[src/rtl/serial_subtractor.sv]
// Multi-cycle subtractor: diff = a - b, CHUNK bits per cycle with a rippled borrow; result valid NCHUNK cycles after accept.
// One operation in flight; in_ready is low from accept until the result is drained, and the result is held while out_ready is low.
module serial_subtractor #(
  parameter int WIDTH = 16,
  parameter int CHUNK = 4
) (
  input  logic             clk,
  input  logic             rst_n,
  input  logic             in_valid,
  output logic             in_ready,
  input  logic [WIDTH-1:0] a,
  input  logic [WIDTH-1:0] b,
  output logic             out_valid,
  input  logic             out_ready,
  output logic [WIDTH-1:0] diff,
  output logic             borrow,
  output logic             ovf
);

  localparam int NCHUNK = (CHUNK > 0) ? WIDTH / CHUNK : 1;
  localparam int IDXW   = (NCHUNK > 1) ? $clog2(NCHUNK) : 1;
  localparam int BW     = (WIDTH > 1) ? $clog2(WIDTH) : 1;
  localparam logic [IDXW-1:0] K_LAST = IDXW'(NCHUNK - 1);

  localparam logic [1:0] S_IDLE = 2'd0;
  localparam logic [1:0] S_CALC = 2'd1;
  localparam logic [1:0] S_DONE = 2'd2;

  generate
    if ((CHUNK == 0) ? 1'b1 : ((WIDTH % CHUNK) != 0)) begin : g_bad_cfg
      $fatal(1, "serial_subtractor: WIDTH must be a non-zero multiple of CHUNK");
    end
  endgenerate

  logic [1:0]       state_q, state_d;
  logic [WIDTH-1:0] a_q, a_d;
  logic [WIDTH-1:0] b_q, b_d;
  logic [WIDTH-1:0] diff_q, diff_d;
  logic [IDXW-1:0]  k_q, k_d;
  logic             brw_q, brw_d;
  logic             borrow_q, borrow_d;
  logic             ovf_q, ovf_d;

  logic [BW-1:0]    base;
  logic [CHUNK:0]   sub;

  always_comb begin
    state_d  = state_q;
    a_d      = a_q;
    b_d      = b_q;
    diff_d   = diff_q;
    k_d      = k_q;
    brw_d    = brw_q;
    borrow_d = borrow_q;
    ovf_d    = ovf_q;

    base = BW'(32'(k_q) * 32'(CHUNK));
    // MSB of the (CHUNK+1)-bit difference is the chunk borrow-out
    sub  = {1'b0, a_q[base +: CHUNK]} - {1'b0, b_q[base +: CHUNK]} - {{CHUNK{1'b0}}, brw_q};

    case (state_q)
      S_IDLE: begin
        if (in_valid) begin
          a_d     = a;
          b_d     = b;
          k_d     = '0;
          brw_d   = 1'b0;
          state_d = S_CALC;
        end
      end
      S_CALC: begin
        diff_d[base +: CHUNK] = sub[CHUNK-1:0];
        brw_d = sub[CHUNK];
        k_d   = k_q + IDXW'(1);
        if (k_q == K_LAST) begin
          k_d      = '0;
          borrow_d = sub[CHUNK];
          ovf_d    = (a_q[WIDTH-1] ^ b_q[WIDTH-1]) & (diff_d[WIDTH-1] ^ a_q[WIDTH-1]);
          state_d  = S_DONE;
        end
      end
      S_DONE: begin
        if (out_ready) state_d = S_IDLE;
      end
      default: state_d = S_IDLE;
    endcase
  end

  always_ff @(posedge clk or negedge rst_n) begin
    if (!rst_n) begin
      state_q  <= S_IDLE;
      a_q      <= '0;
      b_q      <= '0;
      diff_q   <= '0;
      k_q      <= '0;
      brw_q    <= 1'b0;
      borrow_q <= 1'b0;
      ovf_q    <= 1'b0;
    end else begin
      state_q  <= state_d;
      a_q      <= a_d;
      b_q      <= b_d;
      diff_q   <= diff_d;
      k_q      <= k_d;
      brw_q    <= brw_d;
      borrow_q <= borrow_d;
      ovf_q    <= ovf_d;
    end
  end

  assign in_ready  = (state_q == S_IDLE);
  assign out_valid = (state_q == S_DONE);
  assign diff      = diff_q;
  assign borrow    = borrow_q;
  assign ovf       = ovf_q;

endmodule

[config.mk]
export PLATFORM = sky130hd
export DESIGN_NAME = serial_subtractor
export DESIGN_NICKNAME = d
export VERILOG_FILES = /design/src/rtl/serial_subtractor.sv
export SDC_FILE = /design/constraint.sdc
export NUM_CORES = 1
export LEC_CHECK = 0
export CAP_MARGIN = 20
export CORE_ASPECT_RATIO = 1.1
export CORE_MARGIN = 4
export CORE_UTILIZATION = 51
export CTS_CLUSTER_SIZE = 25
export DETAILED_ROUTE_END_ITERATION = 7
export MAX_ROUTING_LAYER = met4
export PLACE_DENSITY = 0.81
export SYNTH_ARGS = -nofsm -noshare
export SYNTH_HDL_FRONTEND = slang
export SYNTH_SLANG_ARGS = --single-unit
[constraint.sdc]
create_clock -name clk -period 4.7 [get_ports clk]
set_clock_uncertainty 0.1 [all_clocks]
set_input_delay 0.94 -clock clk [delete_from_list [all_inputs] [get_ports clk]]
set_output_delay 0.94 -clock clk [all_outputs]
set_load 0.01 [all_outputs]
==> results.py <==
metrics = {
    "run_status": {
        "status": "finished, final reports clean",
    },
    "yosys": {
        "yosysTopAreaCell": "dfrtp_1",
        "synthCells": 201,
        "synth_warnings": 0,
        "synth_edf_count": 0,
        "async_flop_share_pct": 100.0,
        "yosysUniqueCellTypes": 35,
        "yosys_most_used_dff": "dfrtp_1",
        "synthesis.area_mm2": 0.002654,
        "syn_area_per_cell_um2": 13.20,
        "synth-seq-cells": 55,
        "ys_seq_area_share_pct": 51.86,
        "netlist.area_leader.share_pct": 51.86,
        "synth_nets": 249,
        "synth.area.top_cells": "dfrtp_1 52%, mux2_2 14%, mux4_1 6.9%",
    },
    "clock_network": {
        "cts_setup_buffers": 0,
        "clockBufferDepth": 2,
        "cts_buffers": 5,
        "cts_tree": "yes",
        "clock_latency_ns": 0.31,
        "clock_sinks": 55,
        "postCtsHoldBufs": 0,
        "clk_pin_slew_ns": 0.09,
        "cts-root-buf": "clkbuf_8",
        "htree_levels": 2,
        "post_cts_resized": 0,
    },
    "worst_setup_path": {
        "worstSetupPathType": "reg -> reg",
        "reg2reg_from": "k_q[0]",
        "cp-start-kind": "register",
        "ff2ff_path_depth": 8,
        "crit_arrival_ns": 3.38,
        "r2r-end": "ovf",
        "cp-end-kind": "register",
        "r2r_slack_ns": 1.44,
        "crit_required_ns": 4.82,
        "crit_path_max_fanout": 8,
    },
    "global_routing": {
        "grt_pass1_vias": 1809,
        "antenna_found_initial": 0,
        "grtUsageTotal_pct": 16.19,
        "grt_overflow": 0,
        "grt_max_degree": 56,
        "grt_pass1_wl_mm": 8.231,
    },
    "power_and_ir_drop": {
        "powerDensity_mw_per_mm2": 746.0,
        "p_leak_nw": 1.447,
        "ir_worst_vdd_mv": 0.3875,
    },
    "sta": {
        "worstMarginPinSlew_ns": 0.6618,
        "fin_crit_sh_pct": 69.34,
        "rsz0062_at_grt": "false",
        "hold_viol": 0,
        "setup_viol": 0,
        "timing.final.ws_setup_ns": 1.441,
        "setup_tns_ns": 0,
        "period_minus_slack_ns": 3.259,
        "fmax_ghz": 0.3068,
        "slew_headroom_pct": 55.47,
        "finalMaxSlewViolations": 0,
    },
    "place": {
        "port-buffer-count": 55,
        "gp_congestion": 0.8112,
        "hpwl_mm": 3.665,
        "pre_cts_ws_ns": 1.429,
    },
    "routing": {
        "drt_iter0_markers": 74,
        "first_pass_iters": 4,
        "vias_per_cell": 5.524,
        "vias": 1751,
        "drtAntennaViolNets": 0,
        "wl_mm": 4.803,
        "post-route-drc-count": 0,
        "drt-wirelength-per-cell_um": 15.15,
    },
    "finish": {
        "final-seq-area_mm2": 0.001376,
        "nets": 306,
        "syn_to_final_growth_pct": 25.74,
        "layout-drive-gt1-share_pct": 17.76,
        "multi_input_area_mm2": 0.001182,
        "final_common_cell": "dfrtp_1",
        "most-common-layout-cells": "55 x dfrtp_1, 54 x clkdlybuf4s50_1, 33 x mux2_2",
        "n_antenna_cell": 0,
        "n_fill_cell": 383,
    },
    "floorplanning": {
        "core_area_mm2": 0.005034,
        "pin_count": 56,
        "initial_core_util_pct": 52.72,
        "die_area_mm2": 0.006423,
        "die_h_um": 83.66,
        "die_w_um": 76.78,
        "row_count": 27,
    },
    "worst_hold_path": {
        "hp-class": "reg -> reg",
        "hold_depth": 2,
        "min_from": "borrow",
        "min_to": "borrow",
    },
    "flow_run": {
        "drv_cap": 0,
    },
}
==> area by class of cell <==
cell class              count  area share [%]
multi-input cells         123           35.43
clock buffers               7           2.287
well taps                  58           2.175
inverters                  15           1.687
clock inverters             1          0.1500
repair buffers             58           17.02
flip-flops and latches     55           41.24
==> critical path, cell delays in order, from the launching register on <==
cell	delay, ns
dfrtp_1	0.55
mux4_1	0.63
fa_1	0.43
ha_1	0.31
nor2b_1	0.14
a2bb2oi_2	0.18
mux2i_1	0.10
or4b_1	0.51
a41oi_1	0.23
==> stage by stage <==
step | power [mW] | instances | cell area [µm²] | util, % | hold WS (ns)
finish | 2.490 | 317 | 3337 | 66.29 | 0.3842
global route | 2.692 | 317 | 3337 | 66.29 | 0.4076
floorplan | 1.821 | 201 | 2654 | - | 0.3498
global placement | 2.218 | 309 | 3256 | 64.68 | 0.3622
detailed placement | 2.269 | 309 | 3256 | 64.68 | 0.3700
CTS | 2.519 | 317 | 3337 | 66.29 | 0.3909
==> kinds of logic after synthesis <==
family,count (synthesis),share of synthesized area [%]
AOI/OAI and AO/OA,29,8.486
xor gates and xnor gates,3,0.9903
muxes,43,22.21
DFF,55,51.86
adders and majority gates,12,6.224
buffers and inverters,23,3.583
and+or+nand+nor,36,6.648
==> synthesized netlist by cell type, drive strengths merged (3+ instances only) <==
cell / instances
a22o: 13
nand2: 15
a21oi: 3
ha: 10
nor2b: 4
dfrtp: 55
nor2: 6
mux4: 7
o21ai: 5
o31ai: 4
inv: 15
mux2: 33
mux2i: 3
buf: 6
==> registers in the layout (all words and copies together) (netlist names) <==
register  cells
ovf           1
diff         16
b_q          16
k_q           2
state_q       2
brw_q         1
a_q          16
borrow        1
==> how the worst max path moves through the flow <==
stage | from | to | depth (start not counted)
5_1_grt | k_q[0] | ovf | 8
2_1_floorplan | k_q[0] | ovf | 10
4_1_cts | k_q[0] | ovf | 8
3_3_place_gp | k_q[0] | ovf | 8
6_report | k_q[0] | ovf | 8
3_5_place_dp | k_q[0] | ovf | 8
==> routing by layer <==
metal	track usage, %	wire length, µm	vias to the layer above
met5	-	0	-
met4	5.601	78	0
met3	3.456	214	8
met2	26.23	2384	44
met1	20.16	2126	863
li1	-	-	836
==> power breakdown <==
part,internal (mW),switching (mW),total [mW]
Combinational,0.701,0.703,1.40
Clock,0.105,0.146,0.251
Sequential,0.687,0.148,0.835
Note: power is estimated with default switching activity, not from simulation.
